$ cat src/rtl/data_break_arb.sv
// data_break_arb
//   Two-port round-robin arbiter that turns device transfer requests into
//   CPU data-break cycles. A winning request is latched (direction, address,
//   write data) and presented to the CPU together with data_break. The CPU
//   then steps through its DB1 (address) and DB2 (data) major states.
//   A one-cycle gnt pulse then tells the device that its transfer is done.
//   If the CPU never reaches DB1 within TIMEOUT_CYC clocks, the break is
//   abandoned and the sticky timeout_err flag is raised.
//
// Ports
//   clk            system clock, rising edge
//   reset, clear   synchronous active-high; clear (IOCLR) acts like reset
//   state          CPU major state
//   break_in_prog  CPU busy with another device's data break
//   dmaDIN         memory read data, valid while state == DB2_CODE
//   reqN/wrN       level request held until gntN / direction (1 = write mem)
//   addrN/wdataN   15-bit field+address / 12-bit write data
//   gnt0, gnt1     one-cycle completion pulses
//   rdata          read data, valid during the gnt pulse
//   data_break     break request to the CPU
//   to_mem         direction of the current break
//   dmaAddr        address of the current break
//   dmaDOUT        write data of the current break
//   timeout_err    sticky timeout flag
module data_break_arb #(
    parameter logic [4:0] DB1_CODE    = 5'd12,
    parameter logic [4:0] DB2_CODE    = 5'd13,
    parameter int         TIMEOUT_CYC = 1024
) (
    input  logic        clk,
    input  logic        reset,
    input  logic        clear,
    input  logic [4:0]  state,
    input  logic        break_in_prog,
    input  logic [11:0] dmaDIN,
    input  logic        req0,
    input  logic        req1,
    input  logic        wr0,
    input  logic        wr1,
    input  logic [14:0] addr0,
    input  logic [14:0] addr1,
    input  logic [11:0] wdata0,
    input  logic [11:0] wdata1,
    output logic        gnt0,
    output logic        gnt1,
    output logic [11:0] rdata,
    output logic        data_break,
    output logic        to_mem,
    output logic [14:0] dmaAddr,
    output logic [11:0] dmaDOUT,
    output logic        timeout_err
);

    typedef enum logic [1:0] {IDLE, REQ, XFER, GNT} fsm_t;

    // Counter value seen during the last permitted REQ cycle.
    localparam logic [10:0] TIMEOUT_LAST = 11'(TIMEOUT_CYC - 1);

    fsm_t        fsm_q, fsm_d;
    logic        data_break_q, data_break_d;
    logic        to_mem_q, to_mem_d;
    logic [14:0] dma_addr_q, dma_addr_d;
    logic [11:0] dma_dout_q, dma_dout_d;
    logic [11:0] rdata_q, rdata_d;
    logic        gnt0_q, gnt0_d;
    logic        gnt1_q, gnt1_d;
    logic        timeout_err_q, timeout_err_d;
    logic [10:0] cnt_q, cnt_d;
    // last_q: requester served most recently (1 after reset so req0 leads).
    logic        last_q, last_d;
    // win_q: requester owning the outstanding break.
    logic        win_q, win_d;
    logic        pick;

    // Round-robin pick: a lone requester wins; on contention the one not
    // served last wins.
    always_comb begin
        pick = 1'b0;
        if (req0 && req1) begin
            pick = ~last_q;
        end else if (req1) begin
            pick = 1'b1;
        end
    end

    always_comb begin
        fsm_d         = fsm_q;
        data_break_d  = data_break_q;
        to_mem_d      = to_mem_q;
        dma_addr_d    = dma_addr_q;
        dma_dout_d    = dma_dout_q;
        rdata_d       = rdata_q;
        gnt0_d        = 1'b0;
        gnt1_d        = 1'b0;
        timeout_err_d = timeout_err_q;
        cnt_d         = cnt_q;
        last_d        = last_q;
        win_d         = win_q;

        case (fsm_q)
            IDLE: begin
                if ((req0 || req1) && !break_in_prog) begin
                    win_d        = pick;
                    to_mem_d     = pick ? wr1 : wr0;
                    dma_addr_d   = pick ? addr1 : addr0;
                    dma_dout_d   = pick ? wdata1 : wdata0;
                    data_break_d = 1'b1;
                    cnt_d        = '0;
                    fsm_d        = REQ;
                end
            end
            REQ: begin
                if (state == DB1_CODE) begin
                    data_break_d = 1'b0;
                    fsm_d        = XFER;
                end else if (cnt_q == TIMEOUT_LAST) begin
                    // Abandon the break but still complete the handshake so
                    // the device is not left waiting forever.
                    timeout_err_d = 1'b1;
                    data_break_d  = 1'b0;
                    rdata_d       = '0;
                    gnt0_d        = ~win_q;
                    gnt1_d        = win_q;
                    fsm_d         = GNT;
                end else begin
                    cnt_d = cnt_q + 11'd1;
                end
            end
            XFER: begin
                if (state == DB2_CODE) begin
                    if (!to_mem_q) begin
                        rdata_d = dmaDIN;
                    end
                    gnt0_d = ~win_q;
                    gnt1_d = win_q;
                    fsm_d  = GNT;
                end
            end
            GNT: begin
                // The gnt pulse is visible throughout this state; requests
                // are not looked at until IDLE.
                last_d = win_q;
                fsm_d  = IDLE;
            end
            default: fsm_d = IDLE;
        endcase
    end

    always_ff @(posedge clk) begin
        if (reset || clear) begin
            fsm_q         <= IDLE;
            data_break_q  <= 1'b0;
            to_mem_q      <= 1'b0;
            dma_addr_q    <= '0;
            dma_dout_q    <= '0;
            rdata_q       <= '0;
            gnt0_q        <= 1'b0;
            gnt1_q        <= 1'b0;
            timeout_err_q <= 1'b0;
            cnt_q         <= '0;
            last_q        <= 1'b1;
            win_q         <= 1'b0;
        end else begin
            fsm_q         <= fsm_d;
            data_break_q  <= data_break_d;
            to_mem_q      <= to_mem_d;
            dma_addr_q    <= dma_addr_d;
            dma_dout_q    <= dma_dout_d;
            rdata_q       <= rdata_d;
            gnt0_q        <= gnt0_d;
            gnt1_q        <= gnt1_d;
            timeout_err_q <= timeout_err_d;
            cnt_q         <= cnt_d;
            last_q        <= last_d;
            win_q         <= win_d;
        end
    end

    assign gnt0        = gnt0_q;
    assign gnt1        = gnt1_q;
    assign rdata       = rdata_q;
    assign data_break  = data_break_q;
    assign to_mem      = to_mem_q;
    assign dmaAddr     = dma_addr_q;
    assign dmaDOUT     = dma_dout_q;
    assign timeout_err = timeout_err_q;

endmodule

$ cat config.mk
export PLATFORM = sky130hd
export DESIGN_NAME = data_break_arb
export DESIGN_NICKNAME = d
export VERILOG_FILES = /design/src/rtl/data_break_arb.sv
export SDC_FILE = /design/constraint.sdc
export NUM_CORES = 1
export LEC_CHECK = 0
export CORE_UTILIZATION = 42
export CTS_CLUSTER_DIAMETER = 150
export CTS_CLUSTER_SIZE = 30
export DETAILED_ROUTE_END_ITERATION = 16
export PLACE_DENSITY = 0.77
export SLEW_MARGIN = 20
export SYNTH_ARGS = -nofsm -noshare
export SYNTH_HDL_FRONTEND = slang
export SYNTH_SLANG_ARGS = --single-unit
$ cat constraint.sdc
create_clock -name clk -period 2.5 [get_ports clk]
set_input_delay 0.75 -clock clk [delete_from_list [all_inputs] [get_ports clk]]
set_output_delay 0.75 -clock clk [all_outputs]
set_load 0.005 [all_outputs]
==> results.py <==
metrics = {
    "job": {
        "maxCapViolCount": 0,
    },
    "place": {
        "gp_congestion": 0.8231,
        "port_buffers": 122,
        "place_area_sq_mm": 0.004084,
        "post-place-ws_ps": 24.75,
        "dp_hpwl_microns": 5168,
    },
    "worst_setup_path": {
        "crit_family": "compound AO/OA/AOI/OAI gates",
        "endpoint_kind": "flop",
        "critical_path_required_ps": 2710,
        "crit_top_cell": "o21ai_0",
        "path_max_fanout": 12,
        "crit_chain": "clkdlybuf4s50_1 > nand4bb_1 > o21ai_0 > o21ai_0 > o21a_1 > a22o_2",
        "worstPathArrival_ps": 2370,
        "cpPeakStageDelay_ps": 400,
        "path_class": "in -> reg",
        "crit_buf_inv": 1,
        "crit_slowest_cell": "clkdlybuf4s50_1",
        "start_kind": "input pin",
    },
    "clocking": {
        "insertion_delay_ps": 330,
        "cts_setup_buffers": 0,
        "cts_root_buf": "clkbuf_8",
        "cts_hold_buf": 0,
        "cts_buffers": 9,
        "cts_sinks": 59,
        "clockBufferDepth": 2,
        "cts_tree": "yes",
        "cts_htree_levels": 3,
        "cts_resized": 0,
        "path_clk_slew_ps": 60,
    },
    "floorplan": {
        "core_sq_mm": 0.006314,
        "chipHeight_microns": 82.85,
        "die_w_microns": 82.85,
        "start_util_pct": 43.48,
        "rows": 29,
        "io_pins": 123,
        "dieArea_sq_mm": 0.006863,
    },
    "logic_synthesis": {
        "syn-cell-area_sq_mm": 0.002745,
        "ys_async_sr_fraction_pct": 0,
        "seq_area_frac_synth_pct": 43.03,
        "synth_fp_nets": 375,
        "synthTopCellsByCount": "dfxtp_1 (59), nor2_1 (36), a211oi_1 (29), mux2i_1 (29), nand2_1 (22)",
        "synth_area_per_cell_sq_um": 9.466,
        "synth_area_leaders": "dfxtp_1 (43%), mux2i_1 (11%), a211oi_1 (7.9%), nor2_1 (4.9%), nand2_1 (3.0%)",
        "synth-seq-cells": 59,
        "yosysUniqueCellTypes": 53,
        "synth.most_common_cell": "dfxtp_1",
        "ys.flop_type": "dfxtp_1",
        "synth_edf_count": 0,
        "synth_top_area_share_pct": 43.03,
        "syn_inst": 290,
        "ys_warn_count": 0,
        "yosysTopAreaCell": "dfxtp_1",
    },
    "layout": {
        "area_delta_synth_final_pct": 57.06,
        "nNetsFinal": 499,
        "design_area_sq_mm": 0.004312,
        "drive_gt1_share_pct": 10.50,
        "n_antenna_cell": 0,
    },
    "run_status": {
        "outcome": "complete, no violations",
    },
    "timing": {
        "drv_slew": 0,
        "setup_viol": 0,
        "fin_skew_ps": 9.027,
        "worst_pin_slew_ps": 435.0,
        "finalHoldViolCount": 0,
        "relSlewSlack_pct": 71.00,
        "rsz0062_at_grt": "false",
        "layout_setup_ws_ps": 344.7,
        "hold_ws_ps": 428.4,
        "finalCritPeriodShare_pct": 86.21,
        "finalCriticalPeriod_ps": 2155,
        "setup-tns-final_ps": 0,
        "fmaxAchievable_mhz": 464.0,
    },
    "drt": {
        "wl_microns": 6969,
        "drt_iter0_drc": 120,
        "post-route-drc-count": 0,
        "routed_via_density": 5.292,
        "ant_nets": 0,
        "drtPass1Iterations": 4,
        "wl_per_cell_microns": 14.05,
        "vias": 2625,
    },
    "global_route": {
        "grt_pass1_vias": 2558,
        "grtUsageTotal_pct": 20.95,
        "grt_overflow": 0,
        "antenna_found_initial": 0,
        "grt_pass1_wl_microns": 11630,
        "grt_max_degree": 58,
    },
    "power": {
        "p_leak_nw": 1.586,
        "power_mw": 2.320,
        "p_per_area_mw_per_mm2": 538.2,
        "irDropWorstVdd_mv": 0.3452,
    },
    "min_path": {
        "hold_path_class": "reg -> reg",
    },
}
==> metrics by stage <==
| step | util [%] | instances |
|---|---|---|
| floorplan | - | 290 |
| finish | 68.29 | 496 |
| CTS | 68.29 | 496 |
| global route | 68.29 | 496 |
| global placement | 64.68 | 480 |
| detailed placement | 64.68 | 480 |
==> cell families (layout without fill, tap and decap cells) <==
logic type / count (synthesis) / after routing / synth area share (%)
AND/OR/NAND/NOR: 89 / 89 / 16.36
AO/OA/AOI/OAI: 82 / 82 / 22.65
flip-flops: 59 / 59 / 43.03
multiplexers: 30 / 30 / 10.98
buffers and inverters: 24 / 153 / 4.239
adder cells (fa/ha/maj): 6 / 6 / 2.735
==> path summary, 6_finish.rpt <==
kind         slack (ps)        end       from  cells past startpoint
max                 340   rdata[0]   state[4]                      6
min                 430  cnt_q[10]  cnt_q[10]                      2
max reg2reg         490   cnt_q[5]   fsm_q[0]                      8
min reg2reg         430  cnt_q[10]  cnt_q[10]                      2
==> final cells by class <==
type | instances | area, sq um
inverters | 5 | 18.77
multi-input cells | 207 | 1466
well taps | 77 | 96.34
clock inverters | 4 | 72.57
repair buffers | 132 | 1321
fillers | 521 | 2002
flip-flops and latches | 59 | 1181
clock buffers | 12 | 155.1
==> cell usage in the layout (no fill, tap or decap), types with 8 or more instances in the layout <==
master           Yosys  layout
mux2i_1             29      29
clkdlybuf4s50_1      0     122
clkbuf_8             0      11
buf_4                3       8
nor2_1              36      35
dfxtp_1             59      59
a211oi_1            29      29
nand2_1             22      22
o21ai_0              8       8
a21oi_1              9       9
==> worst register-to-register path, stage by stage (launching register included) <==
cell	delay, ps
dfxtp_1	340
inv_1	150
ha_1	240
inv_1	130
or2_4	280
a221oi_2	240
buf_4	220
nand2_1	60
a32o_1	240
==> where the power goes <==
part | internal (mW) | leakage [nW] | switching (mW)
Clock | 0.614 | 0.113 | 0.357
Sequential | 0.965 | 0.478 | 0.0135
Combinational | 0.220 | 0.995 | 0.151
==> state kept, by name (all words and copies together) (netlist names) <==
| signal | flops |
|---|---|
| rdata | 12 |
| gnt1 | 1 |
| dmaAddr | 15 |
| to_mem | 1 |
| fsm_q | 2 |
| gnt0 | 1 |
| cnt_q | 11 |
| timeout_err | 1 |
| win_q | 1 |
| dmaDOUT | 12 |
| last_q | 1 |
| data_break | 1 |
==> per-layer routing <==
metal / routed length (microns) / GRT usage (%) / share of wire, %
met5: 0 / 0 / 0
met4: 218 / 11.60 / 3.1
met3: 493 / 5.467 / 7.1
met2: 3357 / 35.32 / 48
met1: 2899 / 24.08 / 42
No activity file was read; power rests on OpenSTA's default activity.
